[src/rtl/io_responder.sv]
// io_responder: memory-mapped I/O target for the core's external port with scratch, GPIO,
// a 64-bit timer, a down-counter interrupt source and an ID register.
module io_responder #(
  parameter int              A_SZ        = 32,
  parameter logic [A_SZ-1:0] IO_BASE     = 32'hFFFF_0000,
  parameter int              WAIT_STATES = 0,
  parameter logic [31:0]     ID_VALUE    = 32'h524B_3149
) (
  input  logic            clk_in,
  input  logic            reset_in,
  input  logic            io_req,
  input  logic [A_SZ-1:0] io_addr,
  input  logic            io_rd,
  input  logic            io_wr,
  input  logic [31:0]     io_wr_data,
  output logic            io_ack,
  output logic            io_ack_fault,
  output logic [31:0]     io_rd_data,
  input  logic [31:0]     gpio_in,
  output logic [31:0]     gpio_out,
  output logic            ext_irq
);
  localparam logic [1:0] IDLE = 2'd0, WAIT = 2'd1, RESP = 2'd2, TURN = 2'd3;
  localparam logic [3:0] WS = 4'(WAIT_STATES);
  logic [1:0] state;
  logic [3:0] wcnt, idx;
  logic [A_SZ-1:0] addr_q, off;
  logic rd_q, wr_q, fault, do_wr, do_rd, ctrl_wr, dcnt_ld, dcnt_hit, en, pend;
  logic [31:0] data_q, scratch0, scratch1, gpio_s1, gpio_s2, snap, dcnt, rdata;
  logic [63:0] timer;
  assign off = addr_q - IO_BASE;
  assign idx = off[5:2];
  assign fault = addr_q < IO_BASE || off >= A_SZ'(36) || addr_q[1:0] != 2'b00 || rd_q == wr_q
    || (wr_q && (idx == 4'd3 || idx == 4'd4 || idx == 4'd5 || idx == 4'd8));
  assign do_wr = state == RESP && !fault && wr_q;
  assign do_rd = state == RESP && !fault && rd_q;
  assign ctrl_wr = do_wr && idx == 4'd7;
  assign dcnt_ld = do_wr && idx == 4'd6;
  // a load landing on the 1->0 step suppresses the pend it would have raised
  assign dcnt_hit = !dcnt_ld && dcnt == 32'd1;
  always_comb begin
    rdata = '0;
    case (idx)
      4'd0: rdata = scratch0;
      4'd1: rdata = scratch1;
      4'd2: rdata = gpio_out;
      4'd3: rdata = gpio_s2;
      4'd4: rdata = timer[31:0];
      4'd5: rdata = snap;
      4'd6: rdata = dcnt;
      4'd7: rdata = {30'd0, pend, en};
      4'd8: rdata = ID_VALUE;
      default: rdata = '0;
    endcase
  end
  always_ff @(posedge clk_in or negedge reset_in)
    if (!reset_in) begin
      state <= IDLE;
      wcnt <= '0;
      addr_q <= '0;
      rd_q <= 1'b0;
      wr_q <= 1'b0;
      data_q <= '0;
      io_ack <= 1'b0;
      io_ack_fault <= 1'b0;
      io_rd_data <= '0;
    end else begin
      io_ack <= 1'b0;
      io_ack_fault <= 1'b0;
      io_rd_data <= '0;
      case (state)
        IDLE: if (io_req) begin
          addr_q <= io_addr;
          rd_q <= io_rd;
          wr_q <= io_wr;
          data_q <= io_wr_data;
          wcnt <= WS;
          state <= WS == 4'd0 ? RESP : WAIT;
        end
        WAIT: begin
          wcnt <= wcnt - 4'd1;
          state <= wcnt == 4'd1 ? RESP : WAIT;
        end
        RESP: begin
          io_ack <= !fault;
          io_ack_fault <= fault;
          io_rd_data <= do_rd ? rdata : '0;
          state <= TURN;
        end
        default: state <= IDLE;
      endcase
    end
  always_ff @(posedge clk_in or negedge reset_in)
    if (!reset_in) begin
      scratch0 <= '0;
      scratch1 <= '0;
      gpio_out <= '0;
      gpio_s1 <= '0;
      gpio_s2 <= '0;
      timer <= '0;
      snap <= '0;
      dcnt <= '0;
      en <= 1'b0;
      pend <= 1'b0;
      ext_irq <= 1'b0;
    end else begin
      timer <= timer + 64'd1;
      gpio_s1 <= gpio_in;
      gpio_s2 <= gpio_s1;
      if (do_wr && idx == 4'd0) scratch0 <= data_q;
      if (do_wr && idx == 4'd1) scratch1 <= data_q;
      if (do_wr && idx == 4'd2) gpio_out <= data_q;
      // low-half read freezes the high half so a following TIMER_HI read is coherent
      if (do_rd && idx == 4'd4) snap <= timer[63:32];
      dcnt <= dcnt_ld ? data_q : dcnt != 32'd0 ? dcnt - 32'd1 : dcnt;
      en <= ctrl_wr ? data_q[0] : en;
      pend <= dcnt_hit | (pend & ~(ctrl_wr & data_q[1]));
      ext_irq <= en & pend;
    end
endmodule
[config.mk]
export PLATFORM = sky130hd
export DESIGN_NAME = io_responder
export DESIGN_NICKNAME = d
export VERILOG_FILES = /design/src/rtl/io_responder.sv
export SDC_FILE = /design/constraint.sdc
export NUM_CORES = 1
export LEC_CHECK = 0
export CAP_MARGIN = 20
export CELL_PAD_IN_SITES_DETAIL_PLACEMENT = 0
export CELL_PAD_IN_SITES_GLOBAL_PLACEMENT = 2
export CORE_ASPECT_RATIO = 2
export CORE_MARGIN = 2
export CORE_UTILIZATION = 32
export DETAILED_ROUTE_END_ITERATION = 10
export HOLD_SLACK_MARGIN = 0.12
export PLACE_DENSITY = 0.73
export SKIP_LAST_GASP = 1
export SLEW_MARGIN = 40
export SYNTH_ARGS = -nofsm -noshare
export SYNTH_HDL_FRONTEND = slang
export SYNTH_SLANG_ARGS = --single-unit
[constraint.sdc]
create_clock -name clk_in -period 4.9 [get_ports clk_in]
set_input_delay 1.225 -clock clk_in [delete_from_list [all_inputs] [get_ports clk_in]]
set_output_delay 1.225 -clock clk_in [all_outputs]
set_load 0.005 [all_outputs]
==> impl_metrics.env, run 1 <==
export IMPL_routedWlPerCell_um=24.52
export IMPL_nFillCells=4914
export IMPL_critPathKind="register to register"
export IMPL_final_net_count=1556
export IMPL_critPathCaptureType="register"
export IMPL_cts_setup_buffers=0
export IMPL_syn_inst=1282
export IMPL_period_needed_ns=3.295
export IMPL_async_flop_share=1.000
export IMPL_setup_slack_ns=1.605
export IMPL_grt_pass1_vias=12170
export IMPL_seq_power_share=0.489
export IMPL_finalSetupTns_ns=0
export IMPL_hpwlAfterDp_mm=36.76
export IMPL_yosys_area_top_type="dfrtp_1"
export IMPL_ctsResizeCount=0
export IMPL_slew_headroom=0.4153
export IMPL_max_vdd_ir_drop_mv=0.4020
export IMPL_die_width_um=164.7
export IMPL_synth_avg_cell_area_um2=12.89
export IMPL_worst_slew_pin_slew_ns=0.8691
export IMPL_diodes=0
export IMPL_finalClockSkew_ns=0.02871
export IMPL_grt_antenna_before_repair=1
export IMPL_hold_violations=0
export IMPL_ant_nets=0
export IMPL_max_clock_freq_mhz=303.5
export IMPL_cts_sinks=397
export IMPL_min_period_over_period=0.6725
export IMPL_yosys_warnings=0
export IMPL_p_leak_nw=9.024
export IMPL_areaGrowthSynthToFinish_pct=23.22
export IMPL_slew_violations=0
export IMPL_synth_ff_type="dfrtp_1"
export IMPL_rsz0062_at_grt="no"
export IMPL_place_worst_setup_slack_ns=1.595
export IMPL_power_frac_clock=0.366
export IMPL_grt_max_degree=102
export IMPL_holdBufCountCts=0
export IMPL_p_sw_mw=2.571
export IMPL_htreeDepth=2
export IMPL_p_total_mw=8.616
export IMPL_status="finished clean"
export IMPL_dr_first_iter_drc_count=860
export IMPL_critPathArrivalTime_ns=3.72
export IMPL_power_density_nw_per_um2=423.1
export IMPL_grt_pass1_wl_mm=77.74
export IMPL_gp_congestion=0.8402
export IMPL_ys_seq_area_frac=0.6012
export IMPL_core_area_um2=50940
export IMPL_synth_nets=1388
export IMPL_clk_latency_ns=0.56
export IMPL_grt_usage=0.1967
export IMPL_clk_path_buf_depth=3
export IMPL_setup_violations=0
export IMPL_synth_edff_count=0
export IMPL_clkTransAtPathRegs_ns=0.06
export IMPL_drc=0
export IMPL_final_cell_area_um2=20360
export IMPL_maxCapViolCount=0
export IMPL_dieHeight_um=325.4
export IMPL_ioPinCount=168
export IMPL_overflow=0
export IMPL_crit_buf_inv=1
export IMPL_port_buffers=167
export IMPL_drive_gt1_frac=0.2004
export IMPL_ctsRootBufferMaster="clkbuf_16"
export IMPL_switching_share=0.2985
export IMPL_synth_seq_cells=397
export IMPL_viasPerCell=5.344
export IMPL_cp_start_kind="register"
export IMPL_timing_hold_ws_ns=0.3384
export IMPL_die_area_um2=53580
export IMPL_slowest_stage="dfrtp_1"
export IMPL_slowest_delay_ns=0.66
export IMPL_path_cells="or4b_2, o2111a_1, nand4_4, nor2_4, buf_4, mux2_2"
export IMPL_dpl_cell_area_um2=18990
export IMPL_ys_types=60
export IMPL_critical_path_top_delay_family="simple AND/OR/NAND/NOR gates"
export IMPL_synth_top_cell_area_share=0.6012
export IMPL_cts_tree="built"
export IMPL_cts_buffers_inserted=39
export IMPL_synth_area_leaders="dfrtp_1 60%, mux2_2 12%, a22oi_1 3.0%"
export IMPL_pwr_share_comb=0.146
export IMPL_start_util=0.3244
export IMPL_wl_mm=52.25
export IMPL_netlist_area_um2=16520
export IMPL_dr_pass1_iters=6
export IMPL_via_count=11390
export IMPL_path_max_fanout=17
export IMPL_row_count=117
export IMPL_min_path_type="register to register"
export IMPL_cp_required_ns=5.33
export IMPL_intPower_mw=6.044
==> final timing paths <==
| check | from | end | slack [ns] | cells past startpoint |
|---|---|---|---|---|
| max in group asynchronous | reset_in | gpio_s2[22] | 3.23 | 3 |
| setup / recovery | addr_q[4] | scratch0[24] | 1.60 | 6 |
| setup reg to reg | addr_q[4] | scratch0[24] | 1.60 | 6 |
| hold / removal | gpio_s1[11] | gpio_s2[11] | 0.34 | 0 |
| min in group asynchronous | reset_in | addr_q[8] | 0.52 | 1 |
| hold reg to reg | gpio_s1[11] | gpio_s2[11] | 0.34 | 0 |
==> power by group through the flow <==
stage	registers, mW	logic (mW)	clock network, mW
final	4.21	1.26	3.15
after global routing	4.24	1.36	3.35
after CTS	4.22	1.27	3.23
after detailed placement	4.28	1.27	0
after global placement	4.27	1.24	0
after floorplan	3.88	0.842	0
==> logic make-up after synthesis <==
logic type,share of synthesized area
flops,0.6012
fa+ha+maj,0.003786
xor+xnor,0.04399
simple gates,0.1124
buf+inv,0.02544
compound gates,0.07541
mux,0.1378
==> worst register-to-register path, cell delays in order (launching register included) <==
cell	delay (ns)
dfrtp_1	0.66
or4b_2	0.58
o2111a_1	0.39
nand4_4	0.21
nor2_4	0.63
buf_4	0.35
mux2_2	0.36
==> final cells by class <==
class	count	area, um^2	area share
Clock buffer	55	1146	0.05629
Clock inverter	13	181.4	0.008910
Inverter	19	71.32	0.003503
Multi-Input combinational cell	801	6250	0.3069
Sequential cell	397	9935	0.4879
Tap cell	654	818.3	0.04019
Timing Repair Buffer	192	1959	0.09623
==> cells in the mapped netlist, types with 3 or more instances <==
library cell  count
mux2_1           17
and4_1           11
a21oi_1          16
and2_1            3
nor4_2            3
buf_6            12
mux2_2          179
nor2_1           40
nor2_4            3
nand4_1          22
o21ai_0          19
xor2_1           41
a221oi_1         10
nand3_1          40
nand3b_1          3
and3_1            7
a22oi_1          65
ha_1              5
mux2i_1           7
nand2b_1          5
nor4_1           20
buf_2            11
or4_1            10
a222oi_1         20
a31oi_1          34
clkbuf_1         33
or3_1             6
inv_1            19
nand4b_1          6
dfrtp_1         397
nor3b_1           3
buf_1             8
nor3_1           30
nand2_1         101
nor2b_1           6
xnor2_1          42
==> per-stage QoR <==
step,std cells,utilization
after CTS,2130,0.3989
after detailed placement,2062,0.3729
final,2131,0.3997
after global placement,2062,0.3727
after floorplan,1282,-
after global routing,2131,0.3997
==> flip-flops by register name (all words and copies together), names as in the netlist, 2 cells and up <==
register and flops:
scratch0 32, scratch1 32, gpio_s1 32, dcnt 32, timer 64, state 2
wcnt 4, io_rd_data 32, snap 32, gpio_s2 32, gpio_out 32, data_q 32
addr_q 32
==> routing by layer <==
metal  global-route usage  up-vias  part of all wire
li1                     -     5022                 -
met1               0.2210     5872              0.37
met2               0.3568      382              0.53
met3              0.03111      111             0.049
met4              0.09319        2             0.050
met5                    0        -           0.00031
==> cells in the final DEF (no fill, tap or decap), types with 4 or more instances in the layout <==
cell type / count
nor2_1: 39
nor3_1: 27
and4_1: 11
buf_4: 18
nor4_1: 19
or4_1: 10
xor2_1: 41
a22oi_1: 65
mux2i_1: 7
clkbuf_1: 5
nand4_1: 22
a31oi_1: 34
or3_1: 6
nand2b_1: 5
ha_1: 5
mux2_1: 17
a221oi_1: 10
buf_12: 6
nand3_1: 40
and3_1: 7
xnor2_1: 42
clkdlybuf4s50_1: 166
clkbuf_8: 11
nor2b_1: 6
clkbuf_16: 39
dfrtp_1: 397
a21oi_1: 16
mux2_2: 179
nand2_1: 100
clkinv_2: 4
bufinv_16: 4
o21ai_0: 19
nand4b_1: 6
inv_1: 19
a222oi_1: 20
Power figures use the tool's default switching activity.
==> inputs of run 2 (changes only) <==
- PLACE_DENSITY: 0.73 -> 0.75
- clock period: 4.9 -> 3 ns (I/O delays scaled with it)
==> impl_metrics.env, run 2 (same netlist as run 1, synthesis figures left out) <==
export IMPL_dr_first_iter_drc_count=807
export IMPL_start_util=0.3244
export IMPL_final_cells=2160
export IMPL_r2r_start="addr_q[10]"
export IMPL_max_clock_freq_mhz=398.5
export IMPL_clkTransAtPathRegs_ns=0.06
export IMPL_place_worst_setup_slack_ns=0.5093
export IMPL_cp_start_kind="register"
export IMPL_ioPinCount=168
export IMPL_hold_violations=0
export IMPL_hp_start="gpio_s1[31]"
export IMPL_slew_violations=0
export IMPL_core_area_um2=50940
export IMPL_slowest_stage="or4_4"
export IMPL_worst_slew_pin_slew_ns=0.7160
export IMPL_wl_mm=52.02
export IMPL_via_count=11390
export IMPL_critPathArrivalTime_ns=2.93
export IMPL_final_common_cell="dfrtp_1"
export IMPL_clk_latency_ns=0.55
export IMPL_timing_hold_ws_ns=0.3412
export IMPL_areaGrowthSynthToFinish_pct=24.98
export IMPL_p_leak_nw=9.164
export IMPL_overflow=0
export IMPL_crit_buf_inv=1
export IMPL_path_max_fanout=20
export IMPL_mostFrequentLayoutCells="397 x dfrtp_1, 179 x mux2_2, 166 x clkdlybuf4s50_1, 101 x nand2_1, 65 x a22oi_1"
export IMPL_grt_usage=0.1977
export IMPL_final_util=0.4054
export IMPL_grt_pass1_wl_mm=77.98
export IMPL_critPathCaptureType="register"
export IMPL_slowest_delay_ns=0.56
export IMPL_dpl_cell_area_um2=19310
export IMPL_finalClockSkew_ns=0.02162
export IMPL_grt_max_degree=78
export IMPL_drive_gt1_frac=0.2134
export IMPL_dr_pass1_iters=6
export IMPL_cts_tree="built"
export IMPL_cp_required_ns=3.42
export IMPL_dieHeight_um=325.4
export IMPL_port_buffers=167
export IMPL_maxCapViolCount=0
export IMPL_power_density_nw_per_um2=686.4
export IMPL_clk_path_buf_depth=3
export IMPL_dp_cells=2092
export IMPL_ant_nets=0
export IMPL_grt_antenna_before_repair=0
export IMPL_die_width_um=164.7
export IMPL_cts_buffers_inserted=39
export IMPL_setup_violations=0
export IMPL_min_period_over_period=0.8364
export IMPL_htreeDepth=2
export IMPL_row_count=117
export IMPL_grt_pass1_vias=12080
export IMPL_hpwlAfterDp_mm=37.13
export IMPL_final_net_count=1586
export IMPL_max_vdd_ir_drop_mv=0.7154
export IMPL_path_cells="or4_4, nor4_4, nand4_4, nor2_4, buf_4, mux2_2"
export IMPL_slew_headroom=0.5183
export IMPL_routedWlPerCell_um=24.08
export IMPL_cts_sinks=397
export IMPL_die_area_um2=53580
export IMPL_ctsRootBufferMaster="clkbuf_16"
export IMPL_largest_register="timer"
export IMPL_r2r_slack_ns=0.49
export IMPL_hold_depth=0
export IMPL_finalSetupTns_ns=0
export IMPL_status="finished clean"
export IMPL_critical_path_top_delay_family="simple AND/OR/NAND/NOR gates"
export IMPL_rsz0062_at_grt="no"
export IMPL_hold_end="gpio_s2[31]"
export IMPL_largest_reg_flops=64
export IMPL_r2r_end="gpio_out[27]"
export IMPL_setup_slack_ns=0.4909
export IMPL_viasPerCell=5.275
export IMPL_p_total_mw=14.18
export IMPL_final_cell_area_um2=20650
export IMPL_reg2reg_depth=6
export IMPL_min_path_type="register to register"
export IMPL_critPathKind="register to register"
export IMPL_drc=0
export IMPL_gp_congestion=0.8761
export IMPL_period_needed_ns=2.509
## run 2: what timing repair did
item                      in CTS  in global routing
hold buffers                   1                  0
setup buffers                  0                  0
hold endpoints to repair      20                  0
gates resized for setup        0                  0
## run 2: final cells by class
| cell class | instances | area [um^2] |
|---|---|---|
| sequential | 397 | 9935 |
| antenna | 2 | 5.005 |
| inverter | 19 | 71.32 |
| clock buffer | 55 | 1166 |
| tap | 654 | 818.3 |
| multi-input combinational | 801 | 6226 |
| clock inverter | 10 | 163.9 |
| fill | 4859 | 30290 |
| timing repair buffer | 222 | 2267 |
## run 2: routing by layer
layer,vias up,GRT usage,share of wire
li1,5089,-,-
met1,5824,0.2220,0.37
met2,373,0.3564,0.53
met3,108,0.02945,0.049
met4,0,0.1008,0.058
met5,-,0,0
## run 2: power breakdown
group	internal (mW)	switching, mW	leakage (nW)	total (mW)
sequential	5.91	0.885	5.23	6.79
clock	3.05	2.11	0.655	5.16
combinational	1.07	1.16	3.28	2.23
total	10.0	4.16	9.16	14.2
## run 2: worst max path at each step
stage,from,slack [ns],to,cells after the start
finish,addr_q[10],0.49,gpio_out[27],6
global route,addr_q[10],0.36,gpio_out[27],6
CTS,addr_q[10],0.47,gpio_out[27],6
detailed placement,addr_q[10],0.51,gpio_out[27],6
global placement,addr_q[10],0.57,gpio_out[25],6
floorplan,io_req,0.69,addr_q[13],4
==> inputs of run 3 (changes only) <==
- clock period: 3 -> 2.09 ns (I/O delays scaled with it)
==> impl_metrics.env, run 3 (same netlist as run 1, synthesis figures left out) <==
export IMPL_slew_headroom=0.5097
export IMPL_timing_hold_ws_ns=0.3457
export IMPL_viasPerCell=5.234
export IMPL_place_worst_setup_slack_ns=-0.3001
export IMPL_clk_path_buf_depth=3
export IMPL_rsz0062_at_grt="yes"
export IMPL_path_max_fanout=25
export IMPL_p_leak_nw=9.885
export IMPL_maxCapViolCount=0
export IMPL_cts_buffers_inserted=39
export IMPL_grt_antenna_before_repair=0
export IMPL_path_cells="or4_4, nor4_4, nand4_4, nor2_4, buf_12, mux2_2"
export IMPL_routedWlPerCell_um=24.00
export IMPL_drc=0
export IMPL_mostFrequentLayoutCells="392 x dfrtp_1, 169 x mux2_2, 164 x clkdlybuf4s50_1, 136 x buf_4, 99 x nand2_1"
export IMPL_critPathArrivalTime_ns=2.81
export IMPL_finalClockSkew_ns=0.03065
export IMPL_hold_violations=0
export IMPL_start_util=0.3244
export IMPL_cp_required_ns=2.51
export IMPL_final_net_count=1703
export IMPL_max_vdd_ir_drop_mv=0.7675
export IMPL_cp_start_kind="register"
export IMPL_cts_tree="built"
export IMPL_core_area_um2=50940
export IMPL_slew_violations=0
export IMPL_setup_slack_ns=-0.2957
export IMPL_grt_pass1_wl_mm=80.33
export IMPL_worst_slew_pin_slew_ns=0.7354
export IMPL_slowest_stage="or4_4"
export IMPL_hpwlAfterDp_mm=39.93
export IMPL_clkTransAtPathRegs_ns=0.06
export IMPL_via_count=11930
export IMPL_ioPinCount=168
export IMPL_grt_pass1_vias=12650
export IMPL_critPathKind="register to register"
export IMPL_wl_mm=54.69
export IMPL_dieHeight_um=325.4
export IMPL_die_area_um2=53580
export IMPL_row_count=117
export IMPL_htreeDepth=2
export IMPL_areaGrowthSynthToFinish_pct=33.54
export IMPL_dr_first_iter_drc_count=812
export IMPL_port_buffers=167
export IMPL_largest_reg_flops=64
export IMPL_largest_register="timer"
export IMPL_slowest_delay_ns=0.56
export IMPL_overflow=0
export IMPL_min_period_over_period=1.141
export IMPL_ant_nets=0
export IMPL_cts_sinks=397
export IMPL_final_common_cell="dfrtp_1"
export IMPL_dr_pass1_iters=8
export IMPL_nFillCells=4797
export IMPL_clk_latency_ns=0.55
export IMPL_crit_buf_inv=1
export IMPL_drive_gt1_frac=0.2935
export IMPL_critPathCaptureType="register"
export IMPL_p_total_mw=20.57
export IMPL_critical_path_top_delay_family="simple AND/OR/NAND/NOR gates"
export IMPL_setup_violations=179
export IMPL_power_density_nw_per_um2=932.2
export IMPL_grt_max_degree=73
export IMPL_min_path_type="register to register"
export IMPL_die_width_um=164.7
export IMPL_period_needed_ns=2.386
export IMPL_grt_usage=0.2037
export IMPL_gp_congestion=0.8692
export IMPL_ctsRootBufferMaster="clkbuf_16"
export IMPL_violations="negative setup slack"
export IMPL_max_clock_freq_mhz=419.2
export IMPL_status="finished, violations left"
export IMPL_diodes=0
## run 3: cell types whose count changed in the layout (fill, tap and decap cells not counted), moves of 8 or more
cell / change
buf_4: +96
clkbuf_8: -9
a31oi_2: +8
a31oi_1: -16
mux2_4: +10
buf_12: +10
mux2_2: -10
a31oi_4: +8
## run 3: through the flow
step / setup TNS [ns] / utilization / std cells / area (um^2)
global route: -55.26 / 0.4331 / 2279 / 22070
global placement: -39.63 / 0.3965 / 2196 / 20200
finish: -34.81 / 0.4331 / 2279 / 22070
floorplan: -14.84 / - / 1282 / 16550
detailed placement: -44.04 / 0.3965 / 2196 / 20200
CTS: -36.42 / 0.4263 / 2271 / 21720
## run 3: final timing paths
kind / from / to / slack (ns) / cells after the start
worst max-delay path: addr_q[10] / scratch1[31] / -0.30 / 6
worst min-delay path: gpio_s1[2] / gpio_s2[2] / 0.35 / 0
worst max register to register: addr_q[10] / scratch1[31] / -0.30 / 6
worst min register to register: gpio_s1[2] / gpio_s2[2] / 0.35 / 0
max in group asynchronous: reset_in / io_rd_data[29] / 0.89 / 4
min in group asynchronous: reset_in / gpio_s1[0] / 0.44 / 2
## run 3: power by group
group	internal, mW	switching (mW)	leakage, nW
combinational	1.94	1.90	4.05
clock	4.02	3.11	0.611
sequential	8.48	1.12	5.22
total	14.4	6.13	9.88
## run 3: final cells by class
class | instances | area, um^2 | share of cell area
Sequential cell | 397 | 9941 | 0.4505
Multi-Input combinational cell | 801 | 6550 | 0.2968
Timing Repair Buffer | 339 | 3405 | 0.1543
Clock buffer | 54 | 1115 | 0.05052
Tap cell | 654 | 818.3 | 0.03708
Clock inverter | 15 | 166.4 | 0.007541
Inverter | 19 | 71.32 | 0.003232
## run 3: timing repair
item,in CTS,in global routing
endpoints found under the hold margin,29,0
setup buffers,4,3
resized for setup,31,50
hold buffers,1,0
gates cloned,1,5
setup endpoints to repair,187,200
pin swaps,1,5
## run 3: routing by layer
layer,routed length (um),global-route usage
met1,19260,0.2241
met2,28800,0.3692
met3,2998,0.02843
met4,3629,0.1140
met5,0,0
